<file path="src/rtl/pwm_ctrl_pkg.sv">
// Shared types and defaults for the PWM fade controller.
package pwm_ctrl_pkg;

    localparam int DUTY_W_DEF = 8;
    localparam int HOLD_W_DEF = 8;
    // Last counter value of a period at the default width.
    localparam logic [DUTY_W_DEF-1:0] CNT_MAX = {DUTY_W_DEF{1'b1}};

    typedef enum logic [1:0] {
        IDLE   = 2'd0,
        RAMP   = 2'd1,
        FINISH = 2'd2
    } fade_state_t;

endpackage

</file>
<file path="src/rtl/pwm_core.sv">
// Free-running PWM counter with a registered duty compare.
// The counter never realigns; period_end marks its last value.
module pwm_core
    import pwm_ctrl_pkg::*;
#(
    parameter int DUTY_W = DUTY_W_DEF
) (
    input  logic              clk,
    input  logic              reset,
    input  logic [DUTY_W-1:0] duty,
    output logic              period_end,
    output logic              pwm_out
);

    logic [DUTY_W-1:0] cnt;

    // Counter wraps naturally at 2**DUTY_W; output is a registered compare so it is glitch-free.
    always_ff @(posedge clk) begin
        if (reset) begin
            cnt     <= '0;
            pwm_out <= 1'b0;
        end else begin
            cnt     <= cnt + 1'b1;
            pwm_out <= (duty > cnt);
        end
    end

    assign period_end = (cnt == {DUTY_W{1'b1}});

endmodule

</file>
<file path="src/rtl/pwm_fade_ctrl.sv">
// Fade sequencer: accepts one ramp command at a time and steps the PWM duty
// toward the target at period boundaries, pulsing done on arrival.
module pwm_fade_ctrl
    import pwm_ctrl_pkg::*;
#(
    parameter int DUTY_W = DUTY_W_DEF,
    parameter int HOLD_W = HOLD_W_DEF
) (
    input  logic              clk,
    input  logic              reset,
    input  logic              cmd_valid,
    output logic              cmd_ready,
    input  logic [DUTY_W-1:0] cmd_target,
    input  logic [DUTY_W-1:0] cmd_step,
    input  logic [HOLD_W-1:0] cmd_hold,
    input  logic              abort,
    output logic [DUTY_W-1:0] duty,
    output logic              pwm_out,
    output logic              period_end,
    output logic              busy,
    output logic              done
);

    fade_state_t       state, state_nxt;
    logic [DUTY_W-1:0] tgt_q, step_q;
    logic [HOLD_W-1:0] hold_q, hold_cnt;
    logic [DUTY_W:0]   diff_up, diff_dn;
    logic [DUTY_W-1:0] duty_step;
    logic              accept, ramp_tick, step_due;

    pwm_core #(.DUTY_W(DUTY_W)) u_core (
        .clk        (clk),
        .reset      (reset),
        .duty       (duty),
        .period_end (period_end),
        .pwm_out    (pwm_out)
    );

    assign accept    = cmd_valid & cmd_ready;
    // A period boundary inside a live ramp; abort suppresses any update on it.
    assign ramp_tick = (state == RAMP) & period_end & ~abort;
    assign step_due  = ramp_tick & (hold_cnt == '0);

    // Next duty value, computed one bit wider so the distance never wraps and the step never overshoots.
    always_comb begin
        diff_up   = {1'b0, tgt_q} - {1'b0, duty};
        diff_dn   = {1'b0, duty} - {1'b0, tgt_q};
        duty_step = duty;
        if (step_q == '0)
            duty_step = tgt_q;
        else if (tgt_q > duty)
            duty_step = (diff_up <= {1'b0, step_q}) ? tgt_q : duty + step_q;
        else if (tgt_q < duty)
            duty_step = (diff_dn <= {1'b0, step_q}) ? tgt_q : duty - step_q;
    end

    // State register.
    always_ff @(posedge clk) begin
        if (reset) state <= IDLE;
        else       state <= state_nxt;
    end

    // Next-state logic.
    always_comb begin
        state_nxt = state;
        case (state)
            IDLE:    if (accept) state_nxt = (cmd_target == duty) ? FINISH : RAMP;
            RAMP: begin
                if (abort)                               state_nxt = IDLE;
                else if (step_due && duty_step == tgt_q) state_nxt = FINISH;
            end
            FINISH:  state_nxt = IDLE;
            default: state_nxt = IDLE;
        endcase
    end

    // FSM-decoded outputs; ready is forced low while reset is held.
    always_comb begin
        cmd_ready = (state == IDLE) & ~reset;
        busy      = (state != IDLE);
        done      = (state == FINISH);
    end

    // Command latches, dwell counter and duty register; duty only moves on a period boundary.
    always_ff @(posedge clk) begin
        if (reset) begin
            duty     <= '0;
            tgt_q    <= '0;
            step_q   <= '0;
            hold_q   <= '0;
            hold_cnt <= '0;
        end else if (accept) begin
            tgt_q    <= cmd_target;
            step_q   <= cmd_step;
            hold_q   <= cmd_hold;
            hold_cnt <= cmd_hold;
        end else if (ramp_tick) begin
            if (hold_cnt != '0) begin
                hold_cnt <= hold_cnt - 1'b1;
            end else begin
                duty     <= duty_step;
                hold_cnt <= hold_q;
            end
        end
    end

endmodule

</file>
<file path="config.mk">
export PLATFORM = sky130hd
export DESIGN_NAME = pwm_fade_ctrl
export DESIGN_NICKNAME = d
export VERILOG_FILES = /design/src/rtl/pwm_ctrl_pkg.sv /design/src/rtl/pwm_core.sv /design/src/rtl/pwm_fade_ctrl.sv
export SDC_FILE = /design/constraint.sdc
export NUM_CORES = 1
export LEC_CHECK = 0
export CAP_MARGIN = 20
export CORE_MARGIN = 2
export CORE_UTILIZATION = 54
export DETAILED_ROUTE_END_ITERATION = 6
export PLACE_DENSITY = 0.78
export RECOVER_POWER = 25
export SKIP_CTS_REPAIR_TIMING = 1
export SYNTH_ARGS = -nofsm -noshare
export SYNTH_HDL_FRONTEND = slang
export SYNTH_HIERARCHICAL = 1
export SYNTH_SLANG_ARGS = --single-unit
</file>
<file path="constraint.sdc">
create_clock -name clk -period 3.8 [get_ports clk]
set_input_delay 0.76 -clock clk [delete_from_list [all_inputs] [get_ports clk]]
set_output_delay 0.76 -clock clk [all_outputs]
set_load 0.005 [all_outputs]
</file>
After elaboration in Yosys (flattened, before gate mapping)
Index checks and enable logic that the tools add are counted.

storage, ports and cells
  logic and storage cells = 57
  output and inout port bits = 13
  register bits after elaboration = 51

operators by class
  muxes and demuxes = 13
  bitwise operators = 9
  reduce and logical (&&, ||, !) cells = 9
  $lt $le $gt $ge = 5
  eq/ne operators = 7
  add/sub/neg operators = 6

operator list
  operator                                                                  number
  8-bit 2-to-1 mux                                                          8
  9-bit by 8-bit <= comparator with 1-bit output                            2
  8-bit by 8-bit subtractor with 9-bit output                               2
  8-bit equality test                                                       2
  8-bit > comparator                                                        2
  8-bit zero test                                                           2
  8-bit by 1-bit adder with 8-bit output (second input constant)            1
  8-bit adder                                                               1
  8-bit equality test (second input constant)                               1
  8-bit < comparator                                                        1
  2-bit 2-to-1 mux                                                          4
  8-bit nonzero test                                                        1
  8-bit by 1-bit subtractor with 8-bit output (second input constant)       1
  8-bit subtractor                                                          1
  1-bit AND                                                                 5
  1-bit inverter                                                            4
  2-bit case mux with 2 select lines                                        1
  2-bit nonzero test                                                        2
  3-bit by 2-bit inequality test with 1-bit output (second input constant)  1
  3-bit AND reduction                                                       1
  2-bit by 1-bit equality test with 1-bit output (second input constant)    1
  2-bit equality test (second input constant)                               1
  2-bit zero test                                                           1
  2-bit inequality test (second input constant)                             1
  other kinds (2)                                                           2

Depth between registers and ports, before layout
Gate-level depths: netlist (run 1).

  depth after elaboration = 11
  depth in mapped cells = 19
  gate-level depth less buffers = 19

By module
Netlist (run 1), hierarchy kept.

modules (own cells, without submodules)
  module         times used  area each (um2)  cells each
  pwm_fade_ctrl  1           4265.3           555
  pwm_core       1           541.8            62

Least setup slack after synthesis (run 1)
Ideal clock, no wire load.

  path type = register -> register
  start point = reg duty[1]
  end point = reg state[1]
  buffers on the path = 0
  path slack = -0.262 ns
  cell stages (with the launch flop) = 16
  arrival time = 3.959 ns
  cell sequence = dfxtp_1 inv_1 ha_1 a21o_1 a21o_1 a221oi_1 xnor2_1 ha_1 a21oi_1 o2111ai_1 a21o_1 mux2_2 a2111oi_0 nor4bb_1 or3b_1 a2111oi_2

on the way
  cells in the longest elaborated chain, start to end = 10
  elaborated cells between the ends (all ways) = 21
  classes of those cells = add/sub: 4; order compare: 4; eq/ne: 3; mux: 8; reduce/logical: 2

ends and longest elaborated chain
  element                                                            line                  text
  from (decl)                                                        pwm_fade_ctrl.sv:17   output logic [DUTY_W-1:0] duty,
  from (signal assigned)                                             pwm_fade_ctrl.sv:101  duty <= duty_step;
  8-bit by 8-bit subtractor with 9-bit output                        pwm_fade_ctrl.sv:47   diff_dn = {1'b0, duty} - {1'b0, tgt_q};
  9-bit by 8-bit <= comparator with 1-bit output                     pwm_fade_ctrl.sv:54   duty_step = (diff_dn <= {1'b0, step_q}) ? tgt_q : duty - step_q;
  8-bit 2-to-1 mux                                                   pwm_fade_ctrl.sv:54
  8-bit 2-to-1 mux                                                   pwm_fade_ctrl.sv:53   else if (tgt_q < duty)
  8-bit 2-to-1 mux                                                   pwm_fade_ctrl.sv:51   else if (tgt_q > duty)
  8-bit 2-to-1 mux                                                   pwm_fade_ctrl.sv:49   if (step_q == '0)
  8-bit equality test                                                pwm_fade_ctrl.sv:70   else if (step_due && duty_step == tgt_q) state_nxt = FINISH;
  1-bit logical AND                                                  pwm_fade_ctrl.sv:70
  3-bit by 2-bit inequality test with 1-bit output (no source line)  --
  2-bit AND reduction (no source line)                               --
  to (signal assigned)                                               pwm_fade_ctrl.sv:60   else state <= state_nxt;
  to (decl)                                                          pwm_fade_ctrl.sv:24   fade_state_t state, state_nxt;

Parallel ways exist; a longest one is shown, timed or not. The select of a mux whose other input is x is not followed.
A chain may end at the register's enable or synchronous reset.

Worst setup path after layout (run 1)
  start point = reg duty[0]
  end point = reg state[1]

The elaborated chain is that of the path after synthesis.

==> results of run 1 <==
per-layer routing:
| layer | up-vias | GRT usage [%] | part of all wire, % |
|---|---|---|---|
| met2 | 277 | 52.7 | 45 |
| met1 | 2468 | 43.2 | 42 |
| met5 | - | 0 | 0 |
| met4 | 0 | 11.5 | 4.8 |
| li1 | 2449 | - | - |
| met3 | 71 | 5.65 | 7.7 |
cell type report:
class | count | area (um^2)
clock inverter | 3 | 47.5
sequential | 51 | 1040
fill | 680 | 2340
multi-input combinational | 484 | 3790
timing repair buffer | 126 | 1060
clock buffer | 5 | 68.8
tap | 108 | 135
inverter | 52 | 200
through the flow:
step | total power [mW] | area (um^2) | setup WS (ps)
global placement | 1.82 | 5840 | -228
detailed placement | 1.84 | 5840 | -366
floorplan | 1.38 | 4870 | 0.724
finish | 2.58 | 6340 | -345
CTS | 2.25 | 5950 | -379
global route | 2.70 | 6340 | -526
final timing paths:
kind / start / endpoint / slack [ps] / cells after the start
worst min-delay path: hold_q[1]$_SDFFE_PP0P_ / hold_q[1]$_SDFFE_PP0P_ / 460 / 2
worst max register to register: duty[0]$_SDFFE_PP0P_ / state[1]$_SDFFE_PP0P_ / -340 / 19
worst min register to register: hold_q[1]$_SDFFE_PP0P_ / hold_q[1]$_SDFFE_PP0P_ / 460 / 2
worst max-delay path: duty[0]$_SDFFE_PP0P_ / state[1]$_SDFFE_PP0P_ / -340 / 19
worst max-delay path, stage by stage (launching register included):
cell	delay [ps]
dfxtp_4	380
inv_4	60
ha_4	130
inv_4	40
fa_2	390
nand3_2	80
and2_4	160
o21bai_4	70
a21oi_2	160
xnor2_1	90
ha_1	310
a21o_1	220
a21oi_4	200
o2111ai_4	170
a21o_4	270
mux2_4	230
a2111oi_4	80
nor4bb_2	290
or3b_1	390
a2111oi_2	340
report_power, final:
group / internal (mW) / leakage, nW / switching, mW / total (mW)
clock network: 0.200 / 0.0587 / 0.205 / 0.406
logic: 0.724 / 2.17 / 0.852 / 1.58
registers: 0.563 / 0.421 / 0.0326 / 0.596
sequential cells by signal (all words and copies together) (netlist names):
name            count
u_core/pwm_out      1
tgt_q               8
duty                8
hold_cnt            8
step_q              8
hold_q              8
state               2
u_core/cnt          8
cells by family after synthesis:
group	count (synthesis)	share of synthesized area [%]
compound gates	203	29.0
xor+xnor	38	6.92
simple gates	179	18.3
flops	51	21.2
buf+inv	82	7.29
fa+ha+maj	60	16.2
mux	4	0.911
placed cells by master, fill, tap and decap left out, types with 8 or more instances in the layout:
cell type / Yosys / routed
a211oi_1: 14 / 12
a21o_1: 15 / 13
a21oi_1: 61 / 51
buf_4: 2 / 79
clkdlybuf4s50_1: 0 / 39
dfxtp_1: 51 / 45
ha_1: 56 / 53
inv_1: 52 / 48
nand2_1: 63 / 62
nand3_1: 14 / 13
nor2_1: 43 / 40
nor3_1: 9 / 8
o21ai_0: 21 / 16
o31ai_1: 18 / 18
xnor2_1: 29 / 28
xor2_1: 9 / 9
==> flow_summary.toml, run 1 <==
[floorplan]
start_util_pct = 55.4
die_area_um2 = 9670
fp-row-count = 34
io_pins = 41
die_y_um = 98.4
die_w_um = 98.4
core_area_um2 = 8680

[timing]
setup_tns_ps = -1590
worst_pin_slew_ps = 2430
min_period_over_period_pct = 109
fin_ws_ps = -345
whs_ps = 464
max_slew_margin_pct = -62.0
rsz0062_at_grt = "true"
setup_viol = 8
fmax_mhz = 241
period_needed_ps = 4140
hold_viol = 0
fin_worst_skew_ps = 12.6
slew_violations = 52

[clock_network]
clk_pin_slew_ps = 110
cts_root_buffer = "clkbuf_8"
cts_buffer_depth = 2
cts_buffers = 5
h-tree-depth = 2
cts.sinks = 51
clock_latency_ps = 320
cts_tree = "built"

[synth]
syn_area_per_cell_um2 = 7.79
yosysSeqAreaShare_pct = 21.2
synth.largest_area_cell = "dfxtp_1"
synthArstFlopShare_pct = 0
syn_nets = 705
syn_area_um2 = 4810
ys_ff_latch = 51
yosysMostFrequentCell = "nand2_1"
synth_edf_count = 0
synth_cell_type_count = 70
synth_warnings = 6
yosys-top-cells-count = "nand2_1, a21oi_1, ha_1, inv_1, dfxtp_1"
synthCells = 617
yosys-top-cells-area = "dfxtp_1, ha_1, a21oi_1"
ys.flop_type = "dfxtp_1"
synth_top_area_share_pct = 21.2

[run_status]
violations = "max-capacitance violations, max-slew violations, negative setup slack"
outcome = "finished with violations"

[drt]
drc = 0
routed_wl_mm = 16.8
viasPerCell = 6.35
wire_per_inst_um = 20.3
drtAntennaViolNets = 0
vias = 5265
first_pass_iters = 6
drtIter0Drc = 544

[power_and_ir_drop]
peakVddDrop_mv = 0.218
power_leakage_nw = 2.65
p_per_area_nw_per_um2 = 407

[global_route]
grt_pass1_wl_mm = 25.0
antenna_found_initial = 0
overflow = 0
grt_max_degree = 52
grt_usage_pct = 32.4
grt_pass1_vias = 4921

[worst_hold_path]
holdCritPathClass = "flop to flop"

[worst_setup_path]
critPathKind = "flop to flop"
cp-start-kind = "flop"
crit_fanout = 4
crit_path_end_kind = "flop"
cp.required_ps = 4030
worstPathArrival_ps = 4380

[finish]
fin_nets = 808
final_util_pct = 73.1
n_antenna_cell = 0
final_cells = 829
syn2layout_area_growth_pct = 31.9
drive_gt1_share_pct = 24.1

[place]
port-buffer-count = 40
dp_hpwl_mm = 12.7
place.gp.congestion = 1.01
place_inst = 814

[run]
cap_viol_max_count = 1
(Power assumes the default switching activity.)
==> inputs of run 2 (changes only) <==
--- a/config.mk
+++ b/config.mk
@@ -7,9 +7,10 @@
 export LEC_CHECK = 0
 export CAP_MARGIN = 20
 export CORE_MARGIN = 2
-export CORE_UTILIZATION = 54
+export CORE_UTILIZATION = 55
 export DETAILED_ROUTE_END_ITERATION = 6
-export PLACE_DENSITY = 0.78
+export DONT_BUFFER_PORTS = 1
+export PLACE_DENSITY = 0.73
 export RECOVER_POWER = 25
 export SKIP_CTS_REPAIR_TIMING = 1
 export SYNTH_ARGS = -nofsm -noshare
==> run 2 against run 1 <==
  * The flow finishes with violations (negative setup slack)
  * Critical path depth increased by 1
  * Global-route usage is 1.6 points lower
  * Register-to-register slack is essentially flat
  * Combinational power decreased by 18%
  * Fmax about the same
  * Highest routed layer unchanged
  * Via count decreased by 7.1%
  * Power fell by 14%
  * Flip-flop and latch count unchanged
  * Largest power group unchanged
  * Sequential share of layout area rose by 1.9 points
  * Largest cell class unchanged
  * Count of clock-buffer cells in the layout up 1
  * Clock skew hardly changed
==> flow_summary.toml, run 2 (synthesized netlist as in run 1, its figures left out) <==
[run_status]
outcome = "finished with violations"
violations = "negative setup slack"

[timing]
fin_ws_ps = -345
slew_violations = 0
max_slew_margin_pct = 50.5
period_needed_ps = 4150
whs_ps = 454
fmax_mhz = 241
fin_worst_skew_ps = 12.8
worst_pin_slew_ps = 741
hold_viol = 0
min_period_over_period_pct = 109
setup_viol = 2
rsz0062_at_grt = "true"
setup_tns_ps = -589

[floorplan]
die_y_um = 97.5
core_area_um2 = 8590
fp-row-count = 34
io_pins = 41
start_util_pct = 55.9
die_area_um2 = 9500
die_w_um = 97.5

[finish]
fin_nets = 756
final_cells = 777
finish.instance_area_um2 = 5680
n_antenna_cell = 0
fill_cells = 741
layout_common_cells = "buf_4, nand2_1, a21oi_1, ha_1, inv_1"
final_util_pct = 66.1
drive_gt1_share_pct = 20.5
syn2layout_area_growth_pct = 18.1
final_common_cell = "buf_4"

[power_and_ir_drop]
total_power_mw = 2.23
p_per_area_nw_per_um2 = 392
power_leakage_nw = 2.39
peakVddDrop_mv = 0.160

[drt]
drtIter0Drc = 548
viasPerCell = 6.29
drtAntennaViolNets = 0
first_pass_iters = 6
vias = 4889
drc = 0
wire_per_inst_um = 19.3
routed_wl_mm = 15.0

[worst_setup_path]
cpLargestDelayFamily = "compound AO/OA/AOI/OAI gates"
critPathKind = "flop to flop"
crit_fanout = 4
cp.required_ps = 4020
cp-start-kind = "flop"
slowest_delay_ps = 390
worstPathArrival_ps = 4360
crit_path_end_kind = "flop"
path_cells = "buf_4 -> ha_4 -> inv_2 -> fa_2 -> nand3_2 -> and2_4 -> o21bai_4 -> a21oi_2 -> xnor2_1 -> ha_1 -> a21o_1 -> a21oi_2 -> o2111ai_2 -> a21o_1 -> buf_4 -> a211oi_4 -> nor2_1 -> and3_1 -> or3b_1 -> a2111oi_2"
crit_slowest_cell = "or3b_1"
cp_num_buf_inv = 3

[global_route]
antenna_found_initial = 0
grt_pass1_wl_mm = 23.7
grt_max_degree = 53
grt_usage_pct = 30.8
overflow = 0
grt_pass1_vias = 4654

[place]
placed_cell_area_um2 = 5390
place_ws_ps = -278
dp_hpwl_mm = 11.7
place_inst = 765
port-buffer-count = 0
place.gp.congestion = 0.998

[clock_network]
h-tree-depth = 2
cts_buffer_depth = 2
clock_latency_ps = 320
cts.sinks = 51
clk_pin_slew_ps = 100
cts_buffers = 5
cts_root_buffer = "clkbuf_8"
cts_tree = "built"

[run]
cap_viol_max_count = 0

[worst_hold_path]
holdCritPathClass = "flop to flop"
==> run 2: cell types whose count changed in the layout (fill, tap and decap cells not counted), sizes merged <==
cell and change:
clkbuf +3, inv -1, clkinvlp +1, bufinv -1, buf -15, clkdlybuf4s50 -39
==> run 2: final timing paths <==
check,slack [ps],cells after the start,to,from
worst min register to register,450,2,hold_q[4]$_SDFFE_PP0P_,hold_q[4]$_SDFFE_PP0P_
worst max-delay path,-350,20,state[1]$_SDFFE_PP0P_,tgt_q[0]$_SDFFE_PP0P_
worst max register to register,-350,20,state[1]$_SDFFE_PP0P_,tgt_q[0]$_SDFFE_PP0P_
worst min-delay path,450,2,hold_q[4]$_SDFFE_PP0P_,hold_q[4]$_SDFFE_PP0P_
==> run 2: layer usage <==
layer  routed length (um)  track usage [%]
met4                  167             6.30
met3                 1130             4.82
met2                 7230             52.3
met1                 6460             41.5
met5                    0                0
==> run 2: area by class of cell <==
cell class | instances | area (um^2) | share of cell area, %
clock buffer | 6 | 82.6 | 1.45
clock inverter | 2 | 16.3 | 0.286
inverter | 52 | 198 | 3.48
timing repair buffer | 74 | 564 | 9.94
multi-input combinational | 484 | 3650 | 64.2
tap | 108 | 135 | 2.38
sequential | 51 | 1040 | 18.2
==> run 2: tightest hold or removal path, delay by kind of cell, from the launching register on <==
kind	cells	cell delay, ps
AOI/OAI and AO/OA	1	50
and+or+nand+nor	1	50
DFF	1	320
==> run 2: power by group <==
group          total (mW)  leakage, nW  internal, mW  switching, mW
clock network       0.346       0.0474         0.149          0.197
logic                1.29         1.92         0.575          0.714
registers           0.594        0.420         0.563         0.0309
